## config.mk

```make
export PLATFORM = sky130hd
export DESIGN_NAME = serializer_pw
export DESIGN_NICKNAME = d
export VERILOG_FILES = /design/src/rtl/ser_pkg.sv /design/src/rtl/ser_hold_buf.sv /design/src/rtl/serializer_pw.sv
export SDC_FILE = /design/constraint.sdc
export NUM_CORES = 1
export LEC_CHECK = 0
export ABC_AREA = 1
export ABC_CLOCK_PERIOD_IN_PS = 2029
export CAP_MARGIN = 25
export CORE_ASPECT_RATIO = 0.6
export CORE_MARGIN = 2
export CORE_UTILIZATION = 60
export DETAILED_ROUTE_END_ITERATION = 16
export DONT_BUFFER_PORTS = 1
export MAX_ROUTING_LAYER = met4
export PLACE_DENSITY = 0.79
export RECOVER_POWER = 100
export SLEW_MARGIN = 20
export SYNTH_ARGS = -nofsm -noshare
export SYNTH_HDL_FRONTEND = slang
export SYNTH_SLANG_ARGS = --single-unit
```

## constraint.sdc

```tcl
create_clock -name clk -period 2.03 [get_ports clk]
set_input_delay 0.203 -clock clk [delete_from_list [all_inputs] [get_ports clk]]
set_output_delay 0.203 -clock clk [all_outputs]
set_load 0.05 [all_outputs]
```

## src/rtl/ser_pkg.sv

```systemverilog
// Shared types and helpers for the parametrised serializer.
//   ser_state_e : serializer FSM states (PARITY only when SER_PARITY_EN is defined)
//   cnt_w()     : bit-counter width for a given word width
// Configuration macro: SER_PARITY_EN
package ser_pkg;

  typedef enum logic [1:0] {
    IDLE,
    SHIFT
`ifdef SER_PARITY_EN
    , PARITY
`endif
  } ser_state_e;

  function automatic int cnt_w(input int data_w);
    return $clog2(data_w);
  endfunction

endpackage

```

## src/rtl/ser_hold_buf.sv

```systemverilog
// One-entry valid/ready holding register in front of the shifter.
//   clk, reset : clock, asynchronous active-high reset
//   clear      : synchronous drop of the held word (wins over push/pop)
//   push       : capture din, entry becomes full
//   pop        : release the entry; push+pop together replaces the held word
//   din / dout : word in / held word out
//   full       : entry occupied
module ser_hold_buf #(
  parameter int unsigned DATA_W = 16
) (
  input  logic              clk,
  input  logic              reset,
  input  logic              clear,
  input  logic              push,
  input  logic              pop,
  input  logic [DATA_W-1:0] din,
  output logic [DATA_W-1:0] dout,
  output logic              full
);

  always_ff @(posedge clk or posedge reset) begin
    if (reset) begin
      full <= 1'b0;
      dout <= '0;
    end else if (clear) begin
      full <= 1'b0;
    end else if (push) begin
      dout <= din;
      full <= 1'b1;
    end else if (pop) begin
      full <= 1'b0;
    end
  end

endmodule

```

## src/rtl/serializer_pw.sv

```systemverilog
// Parametrised load/shift serializer: DATA_W-bit words in over valid/ready,
// one bit per clk out on sdata, MSB- or LSB-first. A one-word hold register
// lets consecutive words stream without an idle gap.
//   clk, reset  : clock, asynchronous active-high reset
//   flush       : synchronous clear of held and in-flight word
//   in_data/in_valid/in_ready : word input handshake
//   sdata/sdata_valid/sof     : registered serial output, first-bit marker
//   busy        : shifter or hold register occupied
// Configuration macro: SER_PARITY_EN (append one parity bit per word;
// PARITY_ODD selects odd parity, ignored otherwise).
module serializer_pw
  import ser_pkg::*;
#(
  parameter int unsigned DATA_W     = 16,
  parameter bit          MSB_FIRST  = 1'b1,
  parameter logic        IDLE_BIT   = 1'b0,
  parameter bit          PARITY_ODD = 1'b0
) (
  input  logic              clk,
  input  logic              reset,
  input  logic              flush,
  input  logic [DATA_W-1:0] in_data,
  input  logic              in_valid,
  output logic              in_ready,
  output logic              sdata,
  output logic              sdata_valid,
  output logic              sof,
  output logic              busy
);

  localparam int unsigned  CW   = unsigned'(cnt_w(DATA_W));
  localparam logic [CW-1:0] LAST = CW'(DATA_W - 1);

  ser_state_e        state;
  logic [DATA_W-1:0] shreg;     // bits still to be sent, next bit in the leading position
  logic [CW-1:0]     cnt;       // index of the bit currently on sdata

  logic [DATA_W-1:0] hold_data;
  logic              hold_full;

  logic              accept;
  logic              word_end;
  logic              load_pt;
  logic              load_hold;
  logic              load_new;
  logic              push;
  logic [DATA_W-1:0] load_word;
  logic              first_bit;
  logic [DATA_W-1:0] load_rest;
  logic              next_bit;
  logic [DATA_W-1:0] shreg_next;

`ifdef SER_PARITY_EN
  logic              par_bit;
  assign word_end = (state == PARITY);
`else
  logic              unused_parity_cfg;
  assign unused_parity_cfg = PARITY_ODD;
  assign word_end = (state == SHIFT) && (cnt == LAST);
`endif

  assign in_ready = !hold_full;
  assign busy     = (state != IDLE) || hold_full;
  assign accept   = in_valid && in_ready;

  // At a word boundary the hold register is drained first so it is never
  // overtaken; an incoming word only bypasses it when it is empty.
  assign load_pt   = (state == IDLE) || word_end;
  assign load_hold = load_pt && hold_full;
  assign load_new  = load_pt && !hold_full && accept;
  assign push      = accept && !load_new && !flush;
  assign load_word = load_hold ? hold_data : in_data;

  always_comb begin
    if (MSB_FIRST) begin
      first_bit  = load_word[DATA_W-1];
      load_rest  = load_word << 1;
      next_bit   = shreg[DATA_W-1];
      shreg_next = shreg << 1;
    end else begin
      first_bit  = load_word[0];
      load_rest  = load_word >> 1;
      next_bit   = shreg[0];
      shreg_next = shreg >> 1;
    end
  end

  ser_hold_buf #(
    .DATA_W(DATA_W)
  ) u_hold (
    .clk   (clk),
    .reset (reset),
    .clear (flush),
    .push  (push),
    .pop   (load_hold),
    .din   (in_data),
    .dout  (hold_data),
    .full  (hold_full)
  );

  always_ff @(posedge clk or posedge reset) begin
    if (reset) begin
      state       <= IDLE;
      shreg       <= '0;
      cnt         <= '0;
      sdata       <= IDLE_BIT;
      sdata_valid <= 1'b0;
      sof         <= 1'b0;
`ifdef SER_PARITY_EN
      par_bit     <= 1'b0;
`endif
    end else if (flush) begin
      state       <= IDLE;
      shreg       <= '0;
      cnt         <= '0;
      sdata       <= IDLE_BIT;
      sdata_valid <= 1'b0;
      sof         <= 1'b0;
`ifdef SER_PARITY_EN
      par_bit     <= 1'b0;
`endif
    end else if (load_hold || load_new) begin
      state       <= SHIFT;
      shreg       <= load_rest;
      cnt         <= '0;
      sdata       <= first_bit;
      sdata_valid <= 1'b1;
      sof         <= 1'b1;
`ifdef SER_PARITY_EN
      par_bit     <= (^load_word) ^ PARITY_ODD;
`endif
    end else begin
      sof <= 1'b0;
      case (state)
        SHIFT: begin
          if (cnt == LAST) begin
`ifdef SER_PARITY_EN
            state       <= PARITY;
            sdata       <= par_bit;
            sdata_valid <= 1'b1;
`else
            state       <= IDLE;
            sdata       <= IDLE_BIT;
            sdata_valid <= 1'b0;
`endif
          end else begin
            cnt         <= cnt + 1'b1;
            shreg       <= shreg_next;
            sdata       <= next_bit;
            sdata_valid <= 1'b1;
          end
        end
        default: begin
          state       <= IDLE;
          sdata       <= IDLE_BIT;
          sdata_valid <= 1'b0;
        end
      endcase
    end
  end

endmodule

```

# After elaboration in Yosys (flattened, before gate mapping)
# Index checks and enable logic that the tools add are counted.
# word_totals
output_inout_bits,5
register_bits,42
wordCells,59
inputBits,20
# classes
n_addsub,1
eq_ne,4
reduce_logical,19
bitwise,1
n_mux,26
# ops
op,count
$mux 16,5
$mux 4,4
$mux 1,13
$mux 2,4
$logic_and 1x1->1,7
$reduce_bool 3->1,2
$add 4x1->4 const B,1
$eq 4x4->1 const B,1
$ne 4x2->1 const B,1
$reduce_and 2->1,2
$logic_not 1->1,3
$logic_or 1x1->1,3
$ne 3x2->1 const B,1
$eq 2x1->1 const B,1
$logic_not 2->1,1
$reduce_bool 2->1,1
$not 1->1,1

# Depth between registers and ports, before layout
# logic_depth
ltp_word,10
ltp_mapped,10
depth_no_buf,9

# Cells and area by module
# A second synthesis with hierarchy kept.
# hier_totals
cells_unflattened,296
area_unflattened_um2,2245.9
# modules_own_cells
module,n_inst,seq_area_each_um2,cells_each,area_per_inst_um2
serializer_pw,1,575.6,221,1515.2
ser_hold_buf,1,425.4,75,730.7

# Least setup slack after synthesis
# No wires, ideal clock.
# synth_path
kind,reg2reg
from,register u_hold.full
to,register u_hold.dout[12]
n_path_buf,2
path_stages_with_launch,8
arrival_ns,1.484
t_required_ns,1.954
setup_slack_ns,0.469
setup_time_ns,0.076
period_less_slack_ns,1.561
path_cell_list,dfrtp_1 -> buf_4 -> inv_1 -> nand2_1 -> nor2_4 -> buf_6 -> nand2_1 -> o21ai_1
# synth_between
elab_chain_cells,7
elab_cells_between_ends,8
cone_classes,reduce/logical (8)
# synth_rtl
item,line,text
start: declaration,ser_hold_buf.sv:18,output logic full
start signal: assignment,ser_hold_buf.sv:23,full <= 1'b0;
start signal: assignment,ser_hold_buf.sv:26,full <= 1'b0;
start signal: assignment,ser_hold_buf.sv:29,full <= 1'b1;
$logic_not 1->1 *,serializer_pw.sv:62,assign in_ready = !hold_full;
named net in_ready,serializer_pw.sv:24,"output logic in_ready,"
$logic_and 1x1->1 (on tied branches),"serializer_pw.sv:70, serializer_pw.sv:64",
$logic_and 1x1->1,serializer_pw.sv:70,assign load_new = load_pt && !hold_full && accept;
$logic_not 1->1,serializer_pw.sv:71,assign push = accept && !load_new && !flush;
$logic_and 1x1->1 * (2 in a row),serializer_pw.sv:71,
$reduce_and 2->1 (no source line) *,--,
end signal: assignment,ser_hold_buf.sv:28,dout <= din;
end: declaration,ser_hold_buf.sv:17,"output logic [DATA_W-1:0] dout,"
# Mark *: on every way through the listed nets, which the timed path passes. The rest lies on a longest branch.
# A chain may end at the register's enable or synchronous reset.

# Final worst setup path
# layout_path
from,register cnt[0]
to,register u_hold.dout[10]
# layout_between
elab_chain_cells,9
# layout_rtl
item,line,text
start: declaration,serializer_pw.sv:36,logic [CW-1:0] cnt;
start signal: assignment,serializer_pw.sv:147,cnt <= cnt + 1'b1;
$eq 4x4->1,serializer_pw.sv:59,assign word_end = (state == SHIFT) && (cnt == LAST);
$logic_and 1x1->1,serializer_pw.sv:59,
$logic_or 1x1->1,serializer_pw.sv:68,assign load_pt = (state == IDLE) || word_end;
$logic_and 1x1->1 (2 in a row),serializer_pw.sv:70,
$logic_not 1->1,serializer_pw.sv:71,
$logic_and 1x1->1 (2 in a row),serializer_pw.sv:71,
$reduce_and 2->1 (no source line),--,
# No other way between the ends.

==> results.json <==
{
  "status": "finished clean",
  "grt_max_degree": 41,
  "final-setup-viol-count": 0,
  "initial_core_util": 0.644,
  "cts_setup_buffers": 0,
  "synth_nets": 307,
  "min_period_over_period": 0.857,
  "die_w_um": 81.3,
  "first_pass_iters": 4,
  "synth_xor_area_frac": 0.00813,
  "synth_edf_count": 0,
  "routed_wl_um": 4070,
  "rows": 16,
  "slew_violations": 0,
  "yosysUniqueCellTypes": 25,
  "finalHoldViolations": 0,
  "finalCriticalPeriod_ns": 1.74,
  "viasPerCell": 5.06,
  "synthToLayoutAreaGrowth_pct": 3.43,
  "fillers": 308,
  "grtUsageTotal": 0.238,
  "maxSlewHeadroom": 0.338,
  "seq_area_frac_synth": 0.465,
  "synthCells": 286,
  "fin_setup_tns_ns": 0,
  "r2r_slack_ns": 0.29,
  "overflow": 0,
  "endpoint_kind": "flop",
  "fin_nets": 308,
  "synth_top_family_by_area": "simple AND/OR/NAND/NOR gates",
  "worst_pin_slew_ns": 0.993,
  "final_cell_mix": "nand2_1 (107), dfrtp_1 (40), inv_1 (37), nor2_1 (31), o21ai_0 (20)",
  "cts_root_buf": "clkbuf_8",
  "ys_warn_count": 0,
  "arrival_ns": 1.93,
  "layout_commonest_cell": "nand2_1",
  "dieArea_sq_mm": 0.00410,
  "path_class": "flop to flop",
  "layout_setup_ws_ns": 0.289,
  "ys_ff_latch": 40,
  "path_clk_slew_ns": 0.08,
  "hold_path.class": "input pin to flop",
  "cts_buffers": 5,
  "power_mw": 1.81,
  "crit_slowest_cell": "dfrtp_1",
  "skew_ns": 0.00442,
  "max_freq_mhz": 575,
  "die-height_um": 50.4,
  "dp_hpwl_um": 2780,
  "drive_above_1_share": 0.0729,
  "ctsHoldBuffers": 1,
  "route.vias.total": 1686,
  "h-tree-depth": 2,
  "rsz0062_at_grt": "false",
  "ctsResizeCount": 0,
  "drv_cap": 0,
  "peakVddDrop_uv": 401,
  "numPortBuffers": 0,
  "wl_per_cell_um": 12.2,
  "cp_max_fo": 29,
  "path_common_cell": "nor2_4",
  "clock_path_buffers": 2,
  "synthMuxAreaShare": 0,
  "grt_pass1_wl_um": 7200,
  "core-area_sq_mm": 0.00334,
  "grt_pass1_vias": 1574,
  "syn_area_per_cell_sq_um": 7.53,
  "worstPathCellList": "ha_1 -> nand3_1 -> nand2_4 -> nor2_4 -> inv_2 -> nor2_4 -> buf_12 -> nand2_1 -> o21ai_0",
  "leakage_nw": 1.21,
  "gp_congestion": 0.796,
  "place_ws_ns": 0.337,
  "postRouteAntennaNets": 0,
  "cts.sinks": 40,
  "cts_tree": "built",
  "io_pins": 25,
  "drc_errors": 0,
  "synthAdderAreaFrac": 0.00581,
  "antenna_found_initial": 0,
  "antenna_cells": 0,
  "p_per_area_mw_per_mm2": 814,
  "clk_latency_ns": 0.29,
  "synthSimpleGateAreaFrac": 0.327,
  "required_ns": 2.22,
  "syn_area_sq_mm": 0.00215,
  "startpoint_type": "flop",
  "synth_compound_area_frac": 0.0744,
  "async_flop_share": 1.00,
  "cpPeakStageDelay_ns": 0.42,
  "yosys_most_used_dff": "dfrtp_1",
  "drt_first_iter_violations": 129
}
synth_stat cells (2+ instances only):
cell type | number | area (sq um)
o22ai_1 | 2 | 12.5
nand3_1 | 2 | 10.0
o21ai_2 | 6 | 52.6
nor2_1 | 31 | 116
nor2_4 | 3 | 33.8
buf_6 | 6 | 67.6
nand2_1 | 106 | 398
nand2_2 | 2 | 12.5
a21oi_1 | 3 | 15.0
buf_4 | 3 | 22.5
clkbuf_1 | 2 | 7.51
nand4_1 | 15 | 93.8
o21ai_0 | 7 | 35.0
dfrtp_1 | 40 | 1000
o21ai_1 | 9 | 45.0
inv_2 | 2 | 7.51
nand2_4 | 2 | 22.5
buf_2 | 3 | 15.0
inv_1 | 36 | 135
sequential cells by signal, indices dropped and copies added (netlist names):
register,cells
u_hold.dout,16
shreg,15
cnt,4
sdata,1
sdata_valid,1
sof,1
state,1
u_hold.full,1
stage by stage:
| step | hold WS, ns | instances | utilization | instance area [sq um] |
|---|---|---|---|---|
| final | 0.0342 | 333 | 0.666 | 2230 |
| after global routing | 0.0337 | 333 | 0.666 | 2230 |
| after CTS | 0.0284 | 333 | 0.677 | 2260 |
| after detailed placement | 0.252 | 324 | 0.647 | 2160 |
| after global placement | 0.249 | 324 | 0.647 | 2160 |
| after floorplan | 0.320 | 286 | - | 2150 |
power breakdown:
part	switching [mW]	internal, mW	leakage, nW	total [mW]
registers	0.0581	0.908	0.510	0.966
logic	0.202	0.0977	0.655	0.300
clock network	0.270	0.277	0.0455	0.548
total	0.530	1.28	1.21	1.81
cell families after synthesis:
family / after synthesis
buffers and inverters: 53
xor gates and xnor gates: 2
AOI/OAI and AO/OA: 27
adders and majority gates: 1
DFF: 40
and+or+nand+nor: 163
final cells by class:
class                      count  area [sq um]  area share
sequential                    40          1000       0.449
multi-input combinational    193           863       0.388
inverter                      39           146      0.0657
clock buffer                   8          90.1      0.0404
timing repair buffer           8          70.1      0.0315
tap                           45          56.3      0.0253
layer usage:
metal / track usage / vias to the layer above / wire, um
met3: 0.0665 / 2 / 232
met5: - / - / 0
li1: - / 871 / -
met2: 0.343 / 44 / 1790
met1: 0.337 / 769 / 2040
met4: 0.0537 / 0 / 7
final timing paths:
path,start,endpoint,depth (start not counted)
hold reg to reg,u_hold.dout[0]$_DFFE_PP0P_,u_hold.dout[0]$_DFFE_PP0P_,2
hold / removal,in_data[7],u_hold.dout[7]$_DFFE_PP0P_,2
setup / recovery,cnt[0]$_DFFE_PP0P_,u_hold.dout[10]$_DFFE_PP0P_,9
min in group asynchronous,reset,u_hold.dout[8]$_DFFE_PP0P_,3
max in group asynchronous,reset,sdata_valid$_DFF_PP0_,3
setup reg to reg,cnt[0]$_DFFE_PP0P_,u_hold.dout[10]$_DFFE_PP0P_,9
worst max-delay path, delay by kind of cell (launching register included):
family                   cells  cell delay, ns
flip-flops                   1            0.42
buffers and inverters        2            0.26
AND/OR/NAND/NOR              5            0.61
AO/OA/AOI/OAI                1            0.10
adder cells (fa/ha/maj)      1            0.24
(Power assumes the default switching activity.)
